File: src/rtl/dac_frame_rx.sv
// rtl/dac_frame_rx.sv - dual-lane serial DAC frame receiver (oversampled, clk domain)
//
// Listens to a two-lane DAC link (SCLK, NSYNC, SDATA1, SDATA2). The link is
// oversampled in the clk domain, each 16-bit DAC121S101-style frame is
// shifted in MSB first, and the 12-bit codes and power-down bits are
// presented as parallel words.
//
// Ports:
//   clk          system clock
//   rst          asynchronous active-low reset
//   SCLK         link serial clock (async to clk)
//   NSYNC        frame sync, active-low (async)
//   SDATA1/2     lane serial data, MSB first (async)
//   ch1/2_data   last complete lane data field
//   ch1/2_pd     last complete lane power-down bits (frame bits 13:12)
//   data_valid   one-cycle pulse when new words are loaded
//   frame_err    one-cycle pulse when a frame ended before FRAME_BITS clocks
//   frame_count  count of good frames, wraps
//   busy         high while a frame is in progress
module dac_frame_rx #(
  parameter int SYNC_STAGES = 2,
  parameter int FRAME_BITS  = 16,
  parameter int DATA_W      = 12,
  parameter int CNT_W       = 16
) (
  input  logic              clk,
  input  logic              rst,
  input  logic              SCLK,
  input  logic              NSYNC,
  input  logic              SDATA1,
  input  logic              SDATA2,
  output logic [DATA_W-1:0] ch1_data,
  output logic [DATA_W-1:0] ch2_data,
  output logic [1:0]        ch1_pd,
  output logic [1:0]        ch2_pd,
  output logic              data_valid,
  output logic              frame_err,
  output logic [CNT_W-1:0]  frame_count,
  output logic              busy
);

  localparam int BCW  = $clog2(FRAME_BITS + 1);
  // Only data + power-down bits are kept; the two leading frame bits fall
  // off the top of the shift register on their own.
  localparam int SR_W = DATA_W + 2;

  typedef enum logic [1:0] {
    S_IDLE,
    S_SHIFT,
    S_DONE,
    S_WAIT_HI
  } state_t;

  // Synchronisers, reset to idle-line levels so reset release makes no edges.
  logic [SYNC_STAGES-1:0] sclk_sync_q, nsync_sync_q, sd1_sync_q, sd2_sync_q;
  logic                   sclk_prev_q, nsync_prev_q;

  logic sclk_s, nsync_s, sd1_s, sd2_s;
  logic sclk_fall, nsync_fall, nsync_rise;

  state_t            state_q, state_d;
  logic [BCW-1:0]    bit_cnt_q, bit_cnt_d;
  logic [SR_W-1:0]   sr1_q, sr1_d, sr2_q, sr2_d;
  logic              load, err_d;

  logic [DATA_W-1:0] ch1_data_q, ch2_data_q;
  logic [1:0]        ch1_pd_q, ch2_pd_q;
  logic              data_valid_q, frame_err_q;
  logic [CNT_W-1:0]  frame_count_q;

  always_ff @(posedge clk or negedge rst) begin
    if (!rst) begin
      sclk_sync_q  <= '1;
      nsync_sync_q <= '1;
      sd1_sync_q   <= '0;
      sd2_sync_q   <= '0;
      sclk_prev_q  <= 1'b1;
      nsync_prev_q <= 1'b1;
    end else begin
      sclk_sync_q  <= {sclk_sync_q[SYNC_STAGES-2:0], SCLK};
      nsync_sync_q <= {nsync_sync_q[SYNC_STAGES-2:0], NSYNC};
      sd1_sync_q   <= {sd1_sync_q[SYNC_STAGES-2:0], SDATA1};
      sd2_sync_q   <= {sd2_sync_q[SYNC_STAGES-2:0], SDATA2};
      sclk_prev_q  <= sclk_sync_q[SYNC_STAGES-1];
      nsync_prev_q <= nsync_sync_q[SYNC_STAGES-1];
    end
  end

  // Data is taken from the same stage as SCLK so lane data and clock stay aligned.
  assign sclk_s     = sclk_sync_q[SYNC_STAGES-1];
  assign nsync_s    = nsync_sync_q[SYNC_STAGES-1];
  assign sd1_s      = sd1_sync_q[SYNC_STAGES-1];
  assign sd2_s      = sd2_sync_q[SYNC_STAGES-1];
  assign sclk_fall  = sclk_prev_q & ~sclk_s;
  assign nsync_fall = nsync_prev_q & ~nsync_s;
  assign nsync_rise = ~nsync_prev_q & nsync_s;

  always_comb begin
    state_d   = state_q;
    bit_cnt_d = bit_cnt_q;
    sr1_d     = sr1_q;
    sr2_d     = sr2_q;
    load      = 1'b0;
    err_d     = 1'b0;
    case (state_q)
      S_IDLE: begin
        if (nsync_fall) begin
          state_d   = S_SHIFT;
          bit_cnt_d = '0;
          sr1_d     = '0;
          sr2_d     = '0;
        end
      end
      S_SHIFT: begin
        // A clock edge in the same cycle as NSYNC rising is counted first,
        // so a frame whose last edge coincides with the rise is still good.
        if (sclk_fall) begin
          sr1_d     = {sr1_q[SR_W-2:0], sd1_s};
          sr2_d     = {sr2_q[SR_W-2:0], sd2_s};
          bit_cnt_d = bit_cnt_q + 1'b1;
          if (bit_cnt_q == BCW'(FRAME_BITS - 1)) begin
            state_d = S_DONE;
          end else if (nsync_rise) begin
            state_d = S_IDLE;
            err_d   = 1'b1;
          end
        end else if (nsync_rise) begin
          state_d = S_IDLE;
          err_d   = 1'b1;
        end
      end
      S_DONE: begin
        load = 1'b1;
        // NSYNC may already have risen while the last bit was taken; check
        // the level so that rise is not waited for a second time.
        state_d = nsync_s ? S_IDLE : S_WAIT_HI;
      end
      S_WAIT_HI: begin
        if (nsync_rise) begin
          state_d = S_IDLE;
        end else if (nsync_fall) begin
          state_d   = S_SHIFT;
          bit_cnt_d = '0;
          sr1_d     = '0;
          sr2_d     = '0;
        end
      end
      default: state_d = S_IDLE;
    endcase
  end

  always_ff @(posedge clk or negedge rst) begin
    if (!rst) begin
      state_q       <= S_IDLE;
      bit_cnt_q     <= '0;
      sr1_q         <= '0;
      sr2_q         <= '0;
      ch1_data_q    <= '0;
      ch2_data_q    <= '0;
      ch1_pd_q      <= '0;
      ch2_pd_q      <= '0;
      data_valid_q  <= 1'b0;
      frame_err_q   <= 1'b0;
      frame_count_q <= '0;
    end else begin
      state_q      <= state_d;
      bit_cnt_q    <= bit_cnt_d;
      sr1_q        <= sr1_d;
      sr2_q        <= sr2_d;
      data_valid_q <= load;
      frame_err_q  <= err_d;
      if (load) begin
        ch1_data_q    <= sr1_q[DATA_W-1:0];
        ch2_data_q    <= sr2_q[DATA_W-1:0];
        ch1_pd_q      <= sr1_q[DATA_W+1:DATA_W];
        ch2_pd_q      <= sr2_q[DATA_W+1:DATA_W];
        frame_count_q <= frame_count_q + 1'b1;
      end
    end
  end

  assign ch1_data    = ch1_data_q;
  assign ch2_data    = ch2_data_q;
  assign ch1_pd      = ch1_pd_q;
  assign ch2_pd      = ch2_pd_q;
  assign data_valid  = data_valid_q;
  assign frame_err   = frame_err_q;
  assign frame_count = frame_count_q;
  assign busy        = (state_q != S_IDLE);

endmodule

File: config.mk
export PLATFORM = sky130hd
export DESIGN_NAME = dac_frame_rx
export DESIGN_NICKNAME = d
export VERILOG_FILES = /design/src/rtl/dac_frame_rx.sv
export SDC_FILE = /design/constraint.sdc
export NUM_CORES = 1
export LEC_CHECK = 0
export ABC_AREA = 1
export ABC_CLOCK_PERIOD_IN_PS = 1300
export CORE_MARGIN = 3
export CORE_UTILIZATION = 38
export CTS_CLUSTER_DIAMETER = 30
export DETAILED_ROUTE_END_ITERATION = 7
export MAX_ROUTING_LAYER = met4
export PLACE_DENSITY = 0.72
export SLEW_MARGIN = 30
export SYNTH_ARGS = -nofsm -noshare
export SYNTH_HDL_FRONTEND = slang
export SYNTH_SLANG_ARGS = --single-unit
File: constraint.sdc
create_clock -name clk -period 1.3 [get_ports clk]
set_input_delay 0.26 -clock clk [delete_from_list [all_inputs] [get_ports clk]]
set_output_delay 0.26 -clock clk [all_outputs]
set_load 0.02 [all_outputs]
### Word level (Yosys, flattened, before mapping)

Cells that the tools add are included.

| storage, ports and cells | value |
|---|---|
| flip-flop bits (word level) | 91 |
| input bits | 6 |
| output and inout port bits | 47 |
| word-level logic and storage cells | 59 |

| cells by class | value |
|---|---|
| $add $sub $neg | 2 |
| equal/unequal tests | 6 |
| mux-type cells | 24 |
| bitwise gates (word level) | 6 |
| reduce and logical (&&, ||, !) cells | 4 |

Operator list:

| kind | count |
|---|---|
| 2-to-1 mux 14 bit | 6 |
| case mux 14 bit (3 select lines) | 2 |
| adder 16 x 1 -> 16 bit, second input constant | 1 |
| 2-to-1 mux 5 bit | 3 |
| case mux 5 bit (3 select lines) | 1 |
| 2-to-1 mux 2 bit | 6 |
| case mux 2 bit (4 select lines) | 1 |
| adder 5 x 1 -> 5 bit, second input constant | 1 |
| equality test 5 x 4 -> 1 bit, second input constant | 1 |
| 2-to-1 mux 1 bit | 5 |
| equality test 2 bit, second input constant | 2 |
| != test 2 bit, second input constant | 2 |
| bitwise AND 1 bit | 3 |
| inverter 1 bit | 3 |
| AND reduction 3 bit | 1 |
| nonzero test 3 bit | 1 |
| equality test 2 x 1 -> 1 bit, second input constant | 1 |
| zero test 2 bit | 1 |
| nonzero test 2 bit | 1 |

### Depth between registers and ports, before layout

Gate-level depths: netlist of the first run.

| depth | value |
|---|---|
| depth in word-level cells | 6 |
| depth in mapped cells | 8 |

### Worst setup path after synthesis of the first run

Ideal clock, no wire load.

| timing path | value |
|---|---|
| path kind | reg2reg |
| start point | register frame_count_q[0], in the netlist frame_count[0] |
| end point | register frame_count_q[10], in the netlist frame_count[10] |
| library setup time | 0.131 ns |
| arrival | 1.229 ns |
| slack | -0.061 ns |
| cell stages (with the launch flop) | 6 |
| path buffers | 0 |
| clock period less this slack | 1.361 ns |
| path through | dfrtp_1 > ha_1 > nand3_2 > nor3_2 > nand2_1 > xnor2_1 |

| between the ends | value |
|---|---|
| cells in the longest elaborated chain, start to end | 1 |

RTL lines:

| element | RTL line | text |
|---|---|---|
| start: declaration | 69 | `logic [CNT_W-1:0] frame_count_q;` |
| start signal: assignment | 177 | `frame_count_q <= frame_count_q + 1'b1;` |
| adder 16 x 1 -> 16 bit | 177 |  |

Every way passes these cells.
A chain may end at the register's enable or synchronous reset.

### Final worst setup path of the first run

| timing path | value |
|---|---|
| start point | register state_q[0] |
| end point | register sr2_q[2] |

| between the ends | value |
|---|---|
| cells in the longest elaborated chain, start to end | 3 |

RTL lines:

| element | RTL line | text |
|---|---|---|
| start: declaration | 61 | `state_t state_q, state_d;` |
| start signal: assignment | 166 | `state_q <= state_d;` |
| equality test 2 bit (tied with other cells) | 105 | `case (state_q)` |
| != test 2 bit (no line) or nonzero test 3 bit (tied branches) | -- |  |
| AND reduction 3 bit (no line) | -- |  |
| end signal: assignment | 169 | `sr2_q <= sr2_d;` |
| end: declaration | 63 | `logic [SR_W-1:0] sr1_q, sr1_d, sr2_q, sr2_d;` |

Several ways; a longest one is shown, not always the timed one.

==> run_results.csv, run 1 <==
group,metric,value,unit
status,outcome,"finished with violations",
status,violations,"setup timing",
worst_setup_path,required,1.58,ns
power_and_ir_drop,cellLeakagePower,2.388,nW
detailed_routing,drt_iter0_markers,119,
min_path,hold_class,"primary input to flip-flop",
grt,antenna_found_initial,0,
floorplan,die_w,103.4,µm
detailed_routing,wl,7685,µm
power_and_ir_drop,p_int,4.119,mW
sta,finalSetupViolations,41,
floorplan,die_y,103.4,µm
detailed_routing,vias,2692,
yosys,synth-seq-cells,91,
clock_network,path_clk_slew,0.09,ns
yosys,synth_compound_area_share,8.611,%
worst_setup_path,worstPathArrival,1.65,ns
grt,grt_max_degree,55,
power_and_ir_drop,power_switching,1.420,mW
clock_network,cts_buffers,9,
yosys,synth_xor_area_share,2.674,%
layout,postLayoutCoreUtil,53.79,%
yosys,ys_types,28,
sta,worst_slew_margin_rel,77.59,%
sta,fin_ws,-0.07432,ns
power_and_ir_drop,p_per_area,1147,nW/µm²
placement,placed_area,4478,µm²
detailed_routing,drt-vias-per-instance,4.555,
layout,diodes,0,
sta,fmax,0.7276,GHz
sta,worst_slew_pin_slew,0.3349,ns
yosys,syn_inst,364,
clock_network,cts_tree,"yes",
worst_setup_path,crit_top_cell,"nand2_2",
layout,design_area,4828,µm²
floorplan,ios,53,
yosys,ys.flop_type,"dfrtp_1",
detailed_routing,ant_nets,0,
worst_setup_path,crit_chain,"inv_2 -> buf_6 -> nand2_8 -> nand2_2 -> nand2_2 -> o21ai_4 -> clkbuf_16 -> nand2_2 -> o21ai_1",
layout,fillers,795,
worst_setup_path,critPathMaxStageDelay,0.40,ns
worst_setup_path,critPathBufInv,3,
clock_network,cts_root_buf,"clkbuf_8",
power_and_ir_drop,seqPwrFrac,52.7,%
placement,place_ws,-0.08920,ns
yosys,yosys_warnings,0,
yosys,synthesis.nets,373,
placement,gp_congestion,0.8139,
power_and_ir_drop,finalPower,5.539,mW
yosys,synth_top_family_by_area,"simple AND/OR/NAND/NOR gates",
grt,overflow,0,
clock_network,cts_htree_levels,3,
floorplan,dieArea,10690,µm²
sta,fin_crit_sh,105.7,%
grt,grt_pass1_wl,12510,µm
yosys,seq_area_frac_synth,63.40,%
worst_setup_path,path_delay_family,"buffers and inverters",
power_and_ir_drop,combPwrFrac,11.5,%
floorplan,rows,34,
placement,dpl.hpwl,4962,µm
sta,finClkSkew,0.01545,ns
yosys,synth_edf_count,0,
detailed_routing,wire_per_inst,13.00,µm
grt,grt_usage,15.32,%
worst_setup_path,slowest_stage,"dfrtp_1",
layout,area_growth,33.99,%
floorplan,core_area,8976,µm²
power_and_ir_drop,peakVddDrop,0.7146,mV
grt,first_global_vias,2724,
floorplan,start_util,40.14,%
layout,nets,469,
sta,hold_violations,0,
layout,layout-drive-gt1-share,36.56,%
clock_network,cts.sinks,91,
sta,holdWs,0.3046,ns
yosys,syn_area_per_cell,9.900,µm²
sta,period_minus_slack,1.374,ns
run,cap_violations,0,
placement,io_buffers,52,
power_and_ir_drop,swShare,25.64,%
yosys,synth-simple-area-share,17.60,%
yosys,syn_area,3603,µm²
detailed_routing,first_pass_iters,4,
yosys,async_reset_ff_share,100.0,%
sta,finalMaxSlewViolations,0,
worst_setup_path,crit_fanout,6,
clock_network,clock_latency,0.36,ns
worst_setup_path,start_kind,"flip-flop",
yosys,muxShareOfSynthArea,0,%
yosys,synth_fa_ha_area_share,1.042,%
worst_setup_path,cp-end-kind,"flip-flop",
worst_setup_path,setup.worst_path.class,"flip-flop to flip-flop",
power_and_ir_drop,clkPwrFrac,35.8,%
clock_network,clock_path_buffers,2,
detailed_routing,drc_errors,0,
sta,rsz0062_at_grt,"true",
## power by group through the flow
stage               combinational [mW]  clock, mW  sequential, mW
floorplan                        0.239          0            2.98
global placement                 0.457          0            2.97
detailed placement               0.467          0            2.97
CTS                              0.500       2.03            2.92
global route                     0.691       2.17            2.93
finish                           0.639       1.98            2.92
## logic make-up after synthesis
kind of cell,count (synthesis)
buffers and inverters,55
xor gates and xnor gates,11
adders and majority gates,3
DFF,91
AOI/OAI and AO/OA,61
and+or+nand+nor,143
## metrics by stage
step,cells,TNS (ns)
5_1_grt,591,-5.923
3_3_place_gp,556,-0.3013
6_report,591,-1.440
3_5_place_dp,556,-2.075
4_1_cts,579,-0.2344
2_1_floorplan,364,0
## registers in the layout (all words and copies together), names as in the netlist, 5 cells and up
| name | cells |
|---|---|
| sr1_q | 14 |
| frame_count | 16 |
| ch1_data | 12 |
| ch2_data | 12 |
| bit_cnt_q | 5 |
| sr2_q | 14 |
## timing repair
action,CTS,global route
pin swaps,3,12
hold endpoints to repair,85,0
endpoints found under the setup margin,85,87
buffers inserted,6,11
hold buffers,1,0
resized for setup,156,85
cloned,0,1
## cell usage after synthesis (all sizes together) (3+ instances only)
cell type | number | area [µm²]
buf | 10 | 71.32
nor3 | 3 | 20.02
dfrtp | 85 | 2127
nand4 | 5 | 31.28
o21ai | 60 | 304.0
nor2 | 17 | 88.83
dfstp | 6 | 157.7
ha | 3 | 37.54
nand2 | 101 | 394.1
xor2 | 6 | 52.55
xnor2 | 5 | 43.79
nand3 | 14 | 80.08
inv | 43 | 161.4
## final cells by class
cell class | count | area [µm²] | share of cell area [%]
well taps | 126 | 157.7 | 3.265
clock buffers | 10 | 137.6 | 2.850
flip-flops and latches | 91 | 2287 | 47.37
inverters | 43 | 161.4 | 3.343
repair buffers | 97 | 749.5 | 15.52
clock inverters | 6 | 71.32 | 1.477
multi-input cells | 218 | 1264 | 26.17
## final timing paths
path,from,end,slack (ns),cells after the start
setup / recovery,state_q[0],sr2_q[2],-0.07,9
max in group asynchronous,rst,nsync_prev_q,0.54,3
hold reg to reg,sd2_sync_q[0],sd2_sync_q[1],0.36,0
setup reg to reg,state_q[0],sr2_q[2],-0.07,9
hold / removal,SCLK,sclk_sync_q[0],0.30,1
min in group asynchronous,rst,bit_cnt_q[0],0.43,3
## routing by layer
layer | vias to the layer above | GRT usage, % | wire (µm)
li1 | 1344 | - | -
met2 | 59 | 24.02 | 3716
met4 | 0 | 3.386 | 70
met5 | - | - | 0
met3 | 6 | 4.628 | 408
met1 | 1283 | 19.76 | 3490
## layout by cell type (no fill, tap or decap), types with 5 or more instances in the layout
cell / instances
dfrtp_1: 83
nand2_1: 78
buf_2: 39
inv_1: 38
o21ai_1: 36
buf_4: 34
nand2_2: 16
o21ai_0: 14
nand3_1: 12
clkbuf_8: 10
nor2_1: 9
o21ai_2: 9
xor2_1: 6
dfstp_2: 6
buf_12: 6
inv_2: 5
nor2_4: 5
nand2_4: 5
nand4_1: 5
clkbuf_2: 5
buf_6: 5
(Power assumes the default switching activity.)
==> inputs of run 2 (changes only) <==
--- a/config.mk
+++ b/config.mk
@@ -13,6 +13,7 @@
 export DETAILED_ROUTE_END_ITERATION = 7
 export MAX_ROUTING_LAYER = met4
 export PLACE_DENSITY = 0.72
+export SKIP_LAST_GASP = 1
 export SLEW_MARGIN = 30
 export SYNTH_ARGS = -nofsm -noshare
 export SYNTH_HDL_FRONTEND = slang
==> run 2 against run 1 <==
Compared with the run above: the flow still finishes with violations (setup timing); critical path type unchanged; combinational power fell by 0.6%; sequential cell count did not move; worst setup slack got worse by 0.0057 ns; first-iteration DRC count rose by 3.4%; highest routed layer unchanged; largest cell class unchanged.
==> run_results.csv, run 2 (synthesized netlist as in run 1, its figures left out) <==
group,metric,value,unit
detailed_routing,drt_iter0_markers,123,
detailed_routing,drt-vias-per-instance,4.570,
detailed_routing,wl,7688,µm
sta,period_minus_slack,1.380,ns
layout,layout_commonest_cell,"dfrtp_1",
grt,first_global_vias,2722,
sta,worst_slew_pin_slew,0.3306,ns
clock_network,cts_buffers,9,
detailed_routing,wire_per_inst,13.01,µm
layout,layout_common_cells,"dfrtp_1 (83), nand2_1 (81), inv_1 (39)",
floorplan,ios,53,
layout,area_growth,33.75,%
placement,dpl.hpwl,4962,µm
worst_setup_path,slowest_stage,"dfrtp_1",
worst_setup_path,cp-end-kind,"flip-flop",
grt,overflow,0,
sta,finalSetupViolations,43,
clock_network,cts_root_buf,"clkbuf_8",
placement,place_ws,-0.08920,ns
power_and_ir_drop,swShare,25.68,%
power_and_ir_drop,cellLeakagePower,2.383,nW
floorplan,die_w,103.4,µm
layout,diodes,0,
sta,fin_crit_sh,106.2,%
worst_setup_path,critPathMaxStageDelay,0.37,ns
worst_setup_path,setup.worst_path.class,"flip-flop to flip-flop",
worst_setup_path,crit_chain,"ha_2 -> nand2_1 -> nor2_2 -> ha_2 -> nor2_1 -> nand2_1 -> o21ai_1",
placement,gp_congestion,0.8139,
clock_network,clock_path_buffers,2,
detailed_routing,ant_nets,0,
detailed_routing,first_pass_iters,4,
clock_network,cts.sinks,91,
sta,rsz0062_at_grt,"true",
grt,antenna_found_initial,0,
floorplan,core_area,8976,µm²
min_path,hold_class,"primary input to flip-flop",
grt,grt_pass1_wl,12510,µm
worst_setup_path,worstPathArrival,1.67,ns
clock_network,cts_htree_levels,3,
floorplan,rows,34,
grt,grt_usage,15.32,%
sta,finClkSkew,0.01461,ns
placement,placed_area,4478,µm²
worst_setup_path,required,1.59,ns
grt,grt_max_degree,55,
placement,dp_cells,556,
layout,postLayoutCoreUtil,53.69,%
layout,design_area,4820,µm²
layout,largest_reg_flops,16,
layout,layout-drive-gt1-share,35.27,%
sta,worst_slew_margin_rel,77.88,%
worst_setup_path,crit_fanout,2,
power_and_ir_drop,p_per_area,1150,nW/µm²
sta,fin_ws,-0.07999,ns
sta,hold_violations,0,
sta,finalMaxSlewViolations,0,
floorplan,dieArea,10690,µm²
clock_network,path_clk_slew,0.10,ns
layout,fillers,799,
power_and_ir_drop,combPwrFrac,11.5,%
status,outcome,"finished with violations",
layout,nets,469,
sta,fmax,0.7246,GHz
power_and_ir_drop,power_switching,1.423,mW
floorplan,start_util,40.14,%
placement,io_buffers,52,
power_and_ir_drop,seqPwrFrac,52.7,%
floorplan,die_y,103.4,µm
detailed_routing,vias,2701,
power_and_ir_drop,peakVddDrop,0.7143,mV
clock_network,cts_tree,"yes",
power_and_ir_drop,p_int,4.118,mW
run,cap_violations,0,
detailed_routing,drc_errors,0,
worst_setup_path,start_kind,"flip-flop",
clock_network,clock_latency,0.36,ns
layout,stdcell_count,591,
status,violations,"setup timing",
power_and_ir_drop,clkPwrFrac,35.8,%
[run 2: changes by cell type in the layout (fill, tap and decap cells not counted), moves of 2 or more]
cell / previous run / this run
o21ai_0: 14 / 17
nand2_1: 78 / 81
o21ai_2: 9 / 7
nand2_2: 16 / 13
[run 2: final timing paths]
kind / startpoint / endpoint / slack (ns) / cells past startpoint
setup / recovery: bit_cnt_q[1] / bit_cnt_q[4] / -0.08 / 7
hold / removal: SCLK / sclk_sync_q[0] / 0.30 / 1
setup reg to reg: bit_cnt_q[1] / bit_cnt_q[4] / -0.08 / 7
hold reg to reg: sd2_sync_q[0] / sd2_sync_q[1] / 0.36 / 0
max in group asynchronous: rst / nsync_prev_q / 0.54 / 3
min in group asynchronous: rst / bit_cnt_q[0] / 0.42 / 3
[run 2: critical path: cells and delay by family, from the launching register on]
family | cells | cell delay [ns]
AO/OA/AOI/OAI | 1 | 0.08
adder cells (fa/ha/maj) | 2 | 0.45
flip-flops | 1 | 0.37
AND/OR/NAND/NOR | 4 | 0.41
[run 2: layout make-up]
type                            count  area [µm²]  area share (%)
Clock buffer                       10       137.6           2.856
Tap cell                          126       157.7           3.271
Sequential cell                    91        2287           47.46
Inverter                           43       161.4           3.349
Clock inverter                      6       71.32           1.480
Timing Repair Buffer               97       755.7           15.68
Multi-Input combinational cell    218        1249           25.91
[run 2: power groups by stage]
| stage | logic [mW] | clock network, mW | registers (mW) |
|---|---|---|---|
| final | 0.635 | 1.99 | 2.92 |
| after global routing | 0.687 | 2.17 | 2.93 |
| after CTS | 0.500 | 2.03 | 2.92 |
| after detailed placement | 0.467 | 0 | 2.97 |
| after global placement | 0.457 | 0 | 2.97 |
| after floorplan | 0.239 | 0 | 2.98 |
[run 2: through the flow]
stage                     power, mW  hold WS [ns]  TNS, ns
final                         5.541        0.3005   -1.693
after global routing          5.780        0.2788   -6.308
after CTS                     5.444        0.2851  -0.2623
after detailed placement      3.437        0.2624   -2.075
after global placement        3.426        0.2701  -0.3013
after floorplan               3.214      -0.03559        0
[run 2: metal layers]
metal	part of all wire, %	track usage (%)
met3	5.4	4.628
met4	0.99	3.386
met5	0	-
met1	46	19.76
met2	48	24.02
[run 2: repair_timing]
item | CTS | global route
pin swaps | 3 | 11
endpoints found under the hold margin | 85 | 0
hold buffers | 1 | 0
resized for setup | 155 | 76
cloned | 0 | 1
buffers inserted | 6 | 11
endpoints found under the setup margin | 85 | 88
==> inputs of run 3 (changes only) <==
--- a/config.mk
+++ b/config.mk
@@ -11,8 +11,9 @@
 export CORE_UTILIZATION = 38
 export CTS_CLUSTER_DIAMETER = 30
 export DETAILED_ROUTE_END_ITERATION = 7
+export DONT_BUFFER_PORTS = 1
 export MAX_ROUTING_LAYER = met4
-export PLACE_DENSITY = 0.72
+export PLACE_DENSITY = 0.64
 export SKIP_LAST_GASP = 1
 export SLEW_MARGIN = 30
 export SYNTH_ARGS = -nofsm -noshare
==> run 3 against run 2 <==
Compared with the run above: global-route usage fell by 0.80 points; combinational power fell by 23%; clock power barely moved; first-iteration DRC count fell by 2.4%; the run ends with hold timing, setup timing left; largest cell class unchanged; critical path type unchanged; critical path depth rose by 1.
==> run_results.csv, run 3 (synthesized netlist as in run 1, its figures left out) <==
group,metric,value,unit
worst_setup_path,crit_fanout,7,
grt,first_global_vias,2486,
power_and_ir_drop,cellLeakagePower,2.065,nW
clock_network,cts.hold.buffers_added,4,
clock_network,cts_htree_levels,3,
layout,area_growth,23.33,%
sta,holdWs,-0.4075,ns
worst_setup_path,start_kind,"flip-flop",
layout,regArea,2288,µm²
floorplan,die_y,103.4,µm
clock_network,cts.sinks,91,
detailed_routing,drt-vias-per-instance,4.726,
sta,hold_violations,91,
detailed_routing,ant_nets,0,
layout,layout_common_cells,"nand2_1 (87), dfrtp_1 (82), inv_1 (38), o21ai_1 (38), buf_4 (32)",
detailed_routing,wl,7553,µm
layout,layout_commonest_cell,"nand2_1",
sta,finalMaxSlewViolations,0,
layout,layout-drive-gt1-share,25.55,%
worst_setup_path,worstPathArrival,1.62,ns
sta,fin_ws,-0.08363,ns
layout,largest_reg_flops,16,
sta,finalSetupViolations,39,
clock_network,cts_root_buf,"clkbuf_8",
run,cap_violations,0,
placement,place_ws,-0.07213,ns
clock_network,cts_tree,"yes",
worst_setup_path,reg2regPathDepth,8,
sta,fin_crit_sh,106.4,%
worst_setup_path,r2r_start,"state_q[1]",
floorplan,dieArea,10690,µm²
sta,worst_slew_pin_slew,0.3284,ns
layout,multi_input_area,1219,µm²
floorplan,ios,53,
layout,nets,415,
floorplan,core_area,8976,µm²
clock_network,clock_latency,0.35,ns
placement,io_buffers,0,
floorplan,start_util,40.14,%
power_and_ir_drop,peakVddDrop,0.8904,mV
status,violations,"hold timing, setup timing",
status,outcome,"finished with violations",
grt,overflow,0,
floorplan,die_w,103.4,µm
power_and_ir_drop,p_per_area,1215,nW/µm²
worst_setup_path,setup.worst_path.class,"flip-flop to flip-flop",
placement,gp_congestion,0.8586,
worst_setup_path,required,1.53,ns
power_and_ir_drop,finalPower,5.398,mW
sta,finClkSkew,0.009076,ns
detailed_routing,first_pass_iters,4,
grt,grt_pass1_wl,11760,µm
worst_setup_path,r2r_slack,-0.08,ns
detailed_routing,vias,2538,
clock_network,clock_path_buffers,2,
detailed_routing,wire_per_inst,14.07,µm
grt,grt_max_degree,92,
min_path,hold_class,"primary input to asynchronous set/reset pin",
worst_setup_path,cp-end-kind,"flip-flop",
sta,fmax,0.7227,GHz
sta,worst_slew_margin_rel,78.03,%
sta,period_minus_slack,1.384,ns
clock_network,cts_buffers,9,
clock_network,path_clk_slew,0.09,ns
sta,rsz0062_at_grt,"true",
grt,grt_usage,14.52,%
detailed_routing,drc_errors,0,
layout,diodes,0,
detailed_routing,drt_iter0_markers,120,
worst_setup_path,reg2reg_to,"sr1_q[3]",
grt,antenna_found_initial,0,
layout,postLayoutCoreUtil,49.51,%
sta,setup_tns,-1.939,ns
layout,fillers,806,
placement,dpl.hpwl,4740,µm
floorplan,rows,34,
-- run 3: cell count changes in the layout (fill, tap and decap cells not counted), moves of 4 or more --
cell	before	now
buf_2	38	0
nand2_1	81	87
buf_12	6	1
clkbuf_2	5	0
clkdlybuf4s50_1	4	0
inv_4	0	4
nand2_2	13	9
-- run 3: area by class of cell --
cell class	instances	area share [%]
clock inverters	6	1.605
flip-flops and latches	91	51.49
well taps	126	3.547
inverters	43	3.857
multi-input cells	218	27.42
clock buffers	10	3.097
repair buffers	43	8.981
-- run 3: repair_timing --
action                                 CTS  global route
buffers inserted                         2             1
setup endpoints to repair               35            48
pin swaps                                2             3
endpoints found under the hold margin   95            91
gates resized for setup                 17            28
gates cloned                             0             2
-- run 3: critical path, stage by stage, from the launching register on --
cell	delay, ns
dfrtp_2	0.45
buf_4	0.15
nand2_4	0.12
nand2_2	0.07
nand2_2	0.08
o21ai_4	0.10
clkbuf_16	0.18
nand2_1	0.05
o21ai_1	0.06
-- run 3: stage by stage --
stage / instances / area, µm²
after floorplan: 364 / 3611
after global placement: 512 / 3958
after detailed placement: 512 / 3958
after CTS: 534 / 4279
after global routing: 537 / 4444
final: 537 / 4444
-- run 3: worst max path at each step --
stage | from | to | slack (ns)
final | state_q[1] | sr1_q[3] | -0.08
after global routing | state_q[0] | sr1_q[5] | -0.17
after CTS | state_q[1] | busy | -0.02
after detailed placement | nsync_prev_q | sr1_q[9] | -0.07
after global placement | nsync_prev_q | sr1_q[9] | -0.02
after floorplan | frame_count[0] | frame_count[10] | 0.02
-- run 3: metal layers --
layer | routed length (µm) | global-route usage (%) | vias to the layer above | part of all wire (%)
li1 | - | - | 1230 | -
met1 | 3268 | 18.75 | 1231 | 43
met2 | 3710 | 22.06 | 70 | 49
met3 | 505 | 4.494 | 7 | 6.7
met4 | 69 | 4.382 | 0 | 0.91
met5 | 0 | - | - | 0
-- run 3: report_power, final --
part / switching [mW] / total, mW / internal (mW)
registers: 0.0358 / 2.93 / 2.89
logic: 0.282 / 0.486 / 0.204
clock network: 1.02 / 1.99 / 0.965
total: 1.34 / 5.40 / 4.06
